===== src/rtl/logic_op_pipe_if.sv =====
// Bus bundle for logic_op_pipe: operand input handshake, combinational taps,
// pipelined result handshake and transfer counter.
interface logic_op_pipe_if #(
    parameter int unsigned WIDTH = 8,
    parameter int unsigned CNT_W = 16
);
    logic [WIDTH-1:0] a;
    logic [WIDTH-1:0] b;
    logic [1:0]       op;
    logic             in_valid;
    logic             in_ready;
    logic [WIDTH-1:0] out_comb_assign;
    logic [WIDTH-1:0] out_comb_always;
    logic             out_valid;
    logic             out_ready;
    logic [WIDTH-1:0] out_data;
    logic [1:0]       out_op;
    logic [CNT_W-1:0] xfer_count;

    // Stimulus / consumer side
    modport master (
        output a, b, op, in_valid, out_ready,
        input  in_ready, out_comb_assign, out_comb_always,
        input  out_valid, out_data, out_op, xfer_count
    );

    // Design side
    modport slave (
        input  a, b, op, in_valid, out_ready,
        output in_ready, out_comb_assign, out_comb_always,
        output out_valid, out_data, out_op, xfer_count
    );
endinterface


===== src/rtl/logic_op_pipe.sv =====
// Selectable bitwise logic op (AND/OR/XOR/NAND) with two combinational taps and an
// elastic valid/ready pipeline of STAGES registers plus a saturating transfer counter.
module logic_op_pipe #(
    parameter int unsigned WIDTH  = 8,
    parameter int unsigned STAGES = 2,
    parameter int unsigned CNT_W  = 16
) (
    input  logic          clk,
    input  logic          resetn,
    logic_op_pipe_if.slave bus
);
    localparam int unsigned LAST = STAGES - 1;

    logic [STAGES-1:0]            vld_q, vld_d;
    logic [STAGES-1:0][WIDTH-1:0] data_q, data_d;
    logic [STAGES-1:0][1:0]       op_q, op_d;
    logic [CNT_W-1:0]             cnt_q, cnt_d;
    logic [STAGES-1:0]            load_c;
    logic                         xfer_c;

    // Ternary chain in both taps so an X on op propagates identically through each
    assign bus.out_comb_assign = (bus.op == 2'b00) ? (bus.a & bus.b) :
                                 (bus.op == 2'b01) ? (bus.a | bus.b) :
                                 (bus.op == 2'b10) ? (bus.a ^ bus.b) :
                                                     ~(bus.a & bus.b);

    always_comb begin
        bus.out_comb_always = (bus.op == 2'b00) ? (bus.a & bus.b) :
                              (bus.op == 2'b01) ? (bus.a | bus.b) :
                              (bus.op == 2'b10) ? (bus.a ^ bus.b) :
                                                  ~(bus.a & bus.b);
    end

    // Ready chain: a stage loads when empty or when its successor loads
    always_comb begin
        logic ld;
        load_c = '0;
        ld     = bus.out_ready;
        for (int k = int'(STAGES) - 1; k >= 0; k--) begin
            ld        = !vld_q[k] || ld;
            load_c[k] = ld;
        end
    end

    assign bus.in_ready = load_c[0];
    assign xfer_c       = vld_q[LAST] && bus.out_ready;

    // Stage advance and counter next-state
    always_comb begin
        vld_d  = vld_q;
        data_d = data_q;
        op_d   = op_q;
        cnt_d  = cnt_q;

        if (load_c[0]) begin
            vld_d[0]  = bus.in_valid;
            data_d[0] = bus.out_comb_assign;
            op_d[0]   = bus.op;
        end
        for (int k = 1; k < int'(STAGES); k++) begin
            if (load_c[k]) begin
                vld_d[k]  = vld_q[k-1];
                data_d[k] = data_q[k-1];
                op_d[k]   = op_q[k-1];
            end
        end

        if (xfer_c && (cnt_q != '1)) begin
            cnt_d = cnt_q + CNT_W'(1);
        end
    end

    always_ff @(posedge clk) begin
        if (!resetn) begin
            vld_q  <= '0;
            data_q <= '0;
            op_q   <= '0;
            cnt_q  <= '0;
        end else begin
            vld_q  <= vld_d;
            data_q <= data_d;
            op_q   <= op_d;
            cnt_q  <= cnt_d;
        end
    end

    assign bus.out_valid  = vld_q[LAST];
    assign bus.out_data   = data_q[LAST];
    assign bus.out_op     = op_q[LAST];
    assign bus.xfer_count = cnt_q;

endmodule


===== src/flat_wrapper.sv =====
// flat-port wrapper written by rule: the top's interface ports become plain ports
module logic_op_pipe_flat 
#(
    parameter int unsigned WIDTH  = 8,
    parameter int unsigned STAGES = 2,
    parameter int unsigned CNT_W  = 16
)
  (clk, resetn, bus_a, bus_b, bus_op, bus_in_valid, bus_out_ready, bus_in_ready, bus_out_comb_assign, bus_out_comb_always, bus_out_valid, bus_out_data, bus_out_op, bus_xfer_count);
  logic_op_pipe_if #(.WIDTH(WIDTH), .CNT_W(CNT_W)) bus_i ();
  input  logic clk;
  input  logic resetn;
  input wire logic [$bits(bus_i.a)-1:0] bus_a;
  input wire logic [$bits(bus_i.b)-1:0] bus_b;
  input wire logic [$bits(bus_i.op)-1:0] bus_op;
  input wire logic [$bits(bus_i.in_valid)-1:0] bus_in_valid;
  input wire logic [$bits(bus_i.out_ready)-1:0] bus_out_ready;
  output wire logic [$bits(bus_i.in_ready)-1:0] bus_in_ready;
  output wire logic [$bits(bus_i.out_comb_assign)-1:0] bus_out_comb_assign;
  output wire logic [$bits(bus_i.out_comb_always)-1:0] bus_out_comb_always;
  output wire logic [$bits(bus_i.out_valid)-1:0] bus_out_valid;
  output wire logic [$bits(bus_i.out_data)-1:0] bus_out_data;
  output wire logic [$bits(bus_i.out_op)-1:0] bus_out_op;
  output wire logic [$bits(bus_i.xfer_count)-1:0] bus_xfer_count;
  assign bus_i.a = bus_a;
  assign bus_i.b = bus_b;
  assign bus_i.op = bus_op;
  assign bus_i.in_valid = bus_in_valid;
  assign bus_i.out_ready = bus_out_ready;
  assign bus_in_ready = bus_i.in_ready;
  assign bus_out_comb_assign = bus_i.out_comb_assign;
  assign bus_out_comb_always = bus_i.out_comb_always;
  assign bus_out_valid = bus_i.out_valid;
  assign bus_out_data = bus_i.out_data;
  assign bus_out_op = bus_i.out_op;
  assign bus_xfer_count = bus_i.xfer_count;
  logic_op_pipe #(.WIDTH(WIDTH), .STAGES(STAGES), .CNT_W(CNT_W)) u_core (.clk(clk), .resetn(resetn), .bus(bus_i));
endmodule

===== config.mk =====
export PLATFORM = sky130hd
export DESIGN_NAME = logic_op_pipe_flat
export DESIGN_NICKNAME = d
export VERILOG_FILES = /design/src/rtl/logic_op_pipe_if.sv /design/src/rtl/logic_op_pipe.sv /design/src/flat_wrapper.sv
export SDC_FILE = /design/constraint.sdc
export NUM_CORES = 1
export LEC_CHECK = 0
export CAP_MARGIN = 0
export CELL_PAD_IN_SITES_DETAIL_PLACEMENT = 1
export CELL_PAD_IN_SITES_GLOBAL_PLACEMENT = 1
export CORE_ASPECT_RATIO = 0.6
export CORE_MARGIN = 3
export CORE_UTILIZATION = 35
export CTS_CLUSTER_DIAMETER = 200
export DETAILED_ROUTE_END_ITERATION = 10
export GPL_TIMING_DRIVEN = 0
export HOLD_SLACK_MARGIN = 0.1
export PLACE_DENSITY_LB_ADDON = 0.1
export RECOVER_POWER = 100
export SKIP_CTS_REPAIR_TIMING = 1
export SYNTH_ARGS = -nofsm -noshare
export SYNTH_HDL_FRONTEND = slang
export SYNTH_SLANG_ARGS = --single-unit

===== constraint.sdc =====
create_clock -name clk -period 2 [get_ports clk]
set_input_delay 0.2 -clock clk [delete_from_list [all_inputs] [get_ports clk]]
set_output_delay 0.2 -clock clk [all_outputs]
set_load 0.005 [all_outputs]

==> results.yml, run 1 <==
cts:
  h-tree-depth: 2
  cts.root.buffer_cell: "clkbuf_8"
  clockBufferDepth: 2
  clk_pin_slew_ps: 70
  tritoncts: "built"
  insertion_delay_ps: 290
  cts_made_buffers: 5
  numClockSinks: 38
logic_synthesis:
  ys_ff_latch: 38
  yosysWarnings: 0
  synth_area_um2: 2280
  synth_cells: 269
  ys_seq_area_frac: 0.334
  synth_edf_count: 0
  syn_nets: 308
  synth_cell_type_count: 41
  avgSynthCellArea_um2: 8.47
  synth_ff_type: "dfxtp_1"
  async_flop_share: 0
finish:
  nets: 384
  drive_gt1_frac: 0.191
  num-fill-cells: 722
  area_delta_synth_final_pct: 45.6
  diodes: 0
min_path:
  min_from: "resetn"
  min_delay_path_depth: 2
  hold_end: "u_core.bus.xfer_count[13]"
  holdCritPathClass: "in -> reg"
placement:
  gp_congestion: 0.790
  dp_slack_ps: -460
  numPortBuffers: 62
  detailed_place_hpwl_um: 4830
power_and_ir_drop:
  cellLeakagePower_uw: 0.00154
  power_density_nw_per_um2: 521
  vdd_drop_max_v: 0.000216
  totalPowerFinal_uw: 1730
status:
  status: "finished, violations left"
  violations: "setup timing"
drt:
  ant_nets: 0
  drcViolationCount: 0
  drt_iter0_markers: 40
  wire_per_inst_um: 15.0
  viasPerCell: 4.90
  first_pass_iters: 4
  routed-via-count: 2104
  routed_wl_um: 6430
setup_path:
  path_delay_family: "buffers and inverters"
  path_buf_inv: 4
  path_cells: "clkdlybuf4s50_1 -> inv_1 -> ha_1 -> mux2_2 -> mux2i_4 -> buf_6 -> clkdlybuf4s50_1"
  r2r-start: "u_core.bus.xfer_count[0]"
  crit_path_start_kind: "input pin"
  cpPeakStageDelay_ps: 490
  critical_path_class: "in -> out"
  r2r-end: "u_core.bus.xfer_count[14]"
  r2r_slack_ps: -50
  cp.arrival_ps: 2000
  path_common_cell: "clkdlybuf4s50_1"
  reg2reg_depth: 5
  worst-endpoint-required_ps: 1800
  critPathCaptureType: "output pin"
  critical-path-slowest-cell: "clkdlybuf4s50_1"
  path_max_fanout: 3
sta:
  min_period_ps: 2200
  hold_viol_final: 0
  holdWs_ps: 353
  finClkSkew_ps: 10.9
  rsz0062_at_grt: "true"
  fmax_mhz: 455
  layout_setup_ws_ps: -197
  post-route-period-util: 1.10
  setup_viol: 3
  slew_headroom: 0.623
  tightest_slew_ps: 566
  maxSlewViolCount: 0
job:
  max-cap-violations: 0
grt:
  antenna_found_initial: 0
  grt_max_degree: 12
  overflow: 0
  grt_pass1_wl_um: 9730
  grt_usage: 0.166
  grt_pass1_vias: 1993
floorplanning:
  die_area_um2: 7550
  die_x_um: 110
  die_h_um: 68.5
  core-area_um2: 6190
  io_pins: 66
  core.rowCount: 22
  initial_utilization: 0.368
-- placed cells by master (no fill, tap or decap), drive strengths merged, types with 3 or more instances in the layout --
master | synthesis | layout
nor3 | 3 | 3
nand4 | 3 | 3
dlymetal6s2s | 0 | 14
and4 | 3 | 3
nand3 | 7 | 7
buf | 22 | 30
nand2 | 47 | 47
nor4 | 3 | 3
inv | 20 | 19
or3 | 3 | 3
ha | 17 | 17
and2 | 3 | 3
clkdlybuf4s50 | 0 | 21
mux2 | 8 | 8
nor2 | 7 | 7
o31ai | 5 | 5
dlygate4sd3 | 0 | 24
a21oi | 29 | 29
clkbuf | 7 | 12
mux2i | 17 | 17
or4 | 6 | 6
dfxtp | 38 | 38
nand2b | 3 | 3
o21ai | 4 | 4
-- Yosys cell counts, types with 4 or more instances --
master	number	area [um^2]
a21oi_1	29	145
buf_4	18	135
clkbuf_1	7	26.3
dfxtp_1	38	761
ha_1	17	213
inv_1	20	75.1
mux2_2	8	90.1
mux2i_1	17	170
nand2_1	47	176
nand3_1	6	30.0
nor2_1	7	26.3
o21ai_0	4	20.0
o31ai_1	5	37.5
or4_1	5	37.5
-- stage by stage --
stage          std cells  area, um^2  utilization  TNS (ps)
2_1_floorplan        269        2280            -         0
3_3_place_gp         415        3000        0.485     -4760
3_5_place_dp         415        3000        0.485     -5590
4_1_cts              422        3080        0.498     -5970
5_1_grt              429        3320        0.536      -727
6_report             429        3320        0.536      -267
-- layout make-up --
cell class	instances	area [um^2]	share of cell area
buffer	28	198	0.0596
clock buffer	5	68.8	0.0207
multi-input combinational	182	1380	0.417
sequential	38	761	0.229
clock inverter	2	10.0	0.00302
inverter	20	78.8	0.0238
timing repair buffer	70	713	0.215
tap	84	105	0.0317
-- routing by layer --
layer  up-vias  wire length (um)  GRT usage
li1       1064                 -          -
met1      1001              3290      0.237
met2        37              2860      0.257
met3         2               267     0.0409
met4         0                13     0.0323
met5         -                 0          0
-- sequential cells by signal, indices dropped and copies added (netlist names) --
signal	count
u_core.bus.out_data	8
u_core.vld_q	2
u_core.op_q	2
u_core.bus.out_op	2
u_core.bus.xfer_count	16
u_core.data_q	8
-- cells by family (layout without fill, tap and decap cells) --
| group | after synthesis | after routing | share of synthesized area |
|---|---|---|---|
| compound gates | 46 | 46 | 0.126 |
| xor+xnor | 1 | 1 | 0.00384 |
| fa+ha+maj | 17 | 17 | 0.0934 |
| buf+inv | 49 | 125 | 0.111 |
| flops | 38 | 38 | 0.334 |
| mux | 25 | 25 | 0.114 |
| simple gates | 93 | 93 | 0.218 |
-- how the worst max path moves through the flow --
stage,from,endpoint,slack (ps),cells after the start
6_report,bus_b[1],bus_out_comb_assign[1],-200,7
2_1_floorplan,u_core.bus.xfer_count[0],u_core.bus.xfer_count[14],170,5
3_5_place_dp,bus_op[1],bus_out_comb_assign[7],-460,6
5_1_grt,bus_b[1],bus_out_comb_assign[1],-290,7
4_1_cts,bus_op[1],bus_out_comb_assign[7],-480,6
3_3_place_gp,bus_op[1],bus_out_comb_assign[7],-420,6
-- power by group --
group / internal (uW) / leakage, uW / switching (uW) / total [uW]
Clock: 234 / 0.0000438 / 268 / 502
Combinational: 247 / 0.00119 / 169 / 416
Sequential: 789 / 0.000311 / 20.1 / 810
Note: power is estimated with default switching activity, not from simulation.
==> run 2: changes to the inputs <==
==> constraint.sdc (replaced) <==
create_clock -name clk -period 2 [get_ports clk]
set_input_delay 0.6 -clock clk [delete_from_list [all_inputs] [get_ports clk]]
set_output_delay 0.6 -clock clk [all_outputs]
set_load 0.005 [all_outputs]
==> run 2 against run 1 <==
Effect of this change: the run still ends with setup timing left; sequential share of layout area fell by 2.6 points; critical endpoint is now bus_out_comb_assign[2]; largest power group unchanged; routed wire length rose by 18%; largest cell class unchanged; register-to-register slack barely moved; clock skew fell by 7.1 ps; core utilization rose by 7.0 points; count of clock-buffer cells in the layout rose by 1.
==> results.yml, run 2 (synthesis results as in run 1) <==
status:
  status: "finished, violations left"
  violations: "setup timing"
cts:
  clockBufferDepth: 2
  tritoncts: "built"
  h-tree-depth: 2
  cts.root.buffer_cell: "clkbuf_8"
  insertion_delay_ps: 280
  cts_made_buffers: 5
  numClockSinks: 38
  clk_pin_slew_ps: 70
sta:
  holdWs_ps: 464
  layout_setup_ws_ps: -231
  post-route-period-util: 1.12
  fmax_mhz: 448
  rsz0062_at_grt: "true"
  maxSlewViolCount: 0
  hold_viol_final: 0
  finClkSkew_ps: 3.80
  slew_headroom: 0.605
  setup_viol: 19
  min_period_ps: 2230
  tightest_slew_ps: 593
power_and_ir_drop:
  pwr-share-comb: 0.293
  vdd_drop_max_v: 0.000268
  power_switching_uw: 514
  p_int_uw: 1390
  power.share.sequential: 0.427
  power_density_nw_per_um2: 506
  swShare: 0.271
  clockPowerShare: 0.280
  cellLeakagePower_uw: 0.00153
min_path:
  min_delay_path_depth: 2
  min_from: "u_core.bus.out_data[4]"
  hold_end: "u_core.bus.out_data[4]"
  holdCritPathClass: "reg -> reg"
setup_path:
  cp.arrival_ps: 1630
  r2r-start: "u_core.bus.xfer_count[0]"
  path_cells: "clkbuf_16 -> buf_16 -> buf_12 -> mux2i_4 -> mux2i_4 -> buf_6 -> buf_6"
  critical_path_class: "in -> out"
  path_max_fanout: 8
  critical-path-slowest-cell: "mux2i_4"
  reg2reg_depth: 5
  critPathCaptureType: "output pin"
  worst-endpoint-required_ps: 1400
  path_delay_family: "buffers and inverters"
  r2r_slack_ps: -50
  crit_path_start_kind: "input pin"
  r2r-end: "u_core.bus.xfer_count[14]"
  cpPeakStageDelay_ps: 200
  path_buf_inv: 5
placement:
  gp_congestion: 0.786
  numPortBuffers: 62
  dp_slack_ps: -1180
  detailed_place_hpwl_um: 4900
job:
  max-cap-violations: 0
finish:
  nets: 392
  area_delta_synth_final_pct: 64.6
  final_core_util: 0.606
  drive_gt1_frac: 0.412
  multiInputGateArea_um2: 1680
  diodes: 0
  largest_reg_flops: 16
  final_common_cell: "nand2_1"
  seqCellArea_um2: 762
  final_cell_mix: "47 x nand2_1, 37 x dfxtp_1, 29 x a21oi_1"
  num-fill-cells: 679
grt:
  grt_use_met1: 0.250
  grt_usage: 0.173
  gr-max-usage-layer: "met2"
  grt_pass1_wl_um: 10200
  grtUsageMet3: 0.0381
  grtUsageMet2: 0.270
  antenna_found_initial: 0
  overflow: 0
  grt_pass1_vias: 2069
  grt_max_degree: 11
floorplanning:
  initial_utilization: 0.368
  io_pins: 66
  core-area_um2: 6190
  die_area_um2: 7550
  core.rowCount: 22
  die_x_um: 110
  die_h_um: 68.5
drt:
  routed-via-count: 2214
  wire_per_inst_um: 17.4
  ant_nets: 0
  viasPerCell: 5.08
  routed_wl_um: 7590
  drt_iter0_markers: 66
  first_pass_iters: 4
  drcViolationCount: 0
run 2: tightest hold or removal path: stages, from the launching register on:
cell and delay [ps]:
dfxtp_1 320, nand2_1 50, a21oi_1 50
run 2: cell type report:
type | count | share of cell area
multi-input cells | 182 | 0.447
repair buffers | 77 | 0.204
flip-flops and latches | 38 | 0.203
plain buffers | 29 | 0.0690
well taps | 84 | 0.0280
inverters | 20 | 0.0267
clock buffers | 6 | 0.0220
run 2: routing by layer:
layer  vias up  part of all wire
met5         -                 0
met4         0            0.0028
met3         2             0.031
met2        34              0.51
met1      1096              0.46
li1       1082                 -
run 2: per-stage QoR:
step | area (um^2) | cells | TNS, ps | power, uW
after floorplan | 2330 | 269 | -297 | 1020
after global placement | 3060 | 415 | -22700 | 1190
after detailed placement | 3060 | 415 | -24380 | 1210
after CTS | 3140 | 421 | -19090 | 1730
after global routing | 3750 | 436 | -3490 | 1990
final | 3750 | 436 | -2400 | 1900
run 2: worst max path at each step:
stage	from	endpoint	cells after the start	slack (ps)
floorplan	bus_op[1]	bus_out_comb_assign[7]	5	-70
global placement	bus_b[2]	bus_out_comb_assign[2]	7	-1100
detailed placement	bus_b[1]	bus_out_comb_assign[1]	7	-1180
CTS	bus_b[1]	bus_out_comb_assign[1]	7	-1180
global route	bus_op[1]	bus_out_comb_assign[2]	7	-260
finish	bus_op[1]	bus_out_comb_assign[2]	7	-230
run 2: power by group through the flow:
stage | registers, uW | clock network (uW) | logic [uW]
floorplan | 821 | 0 | 197
global placement | 825 | 0 | 369
detailed placement | 826 | 0 | 382
CTS | 809 | 541 | 385
global route | 815 | 577 | 601
finish | 811 | 531 | 557
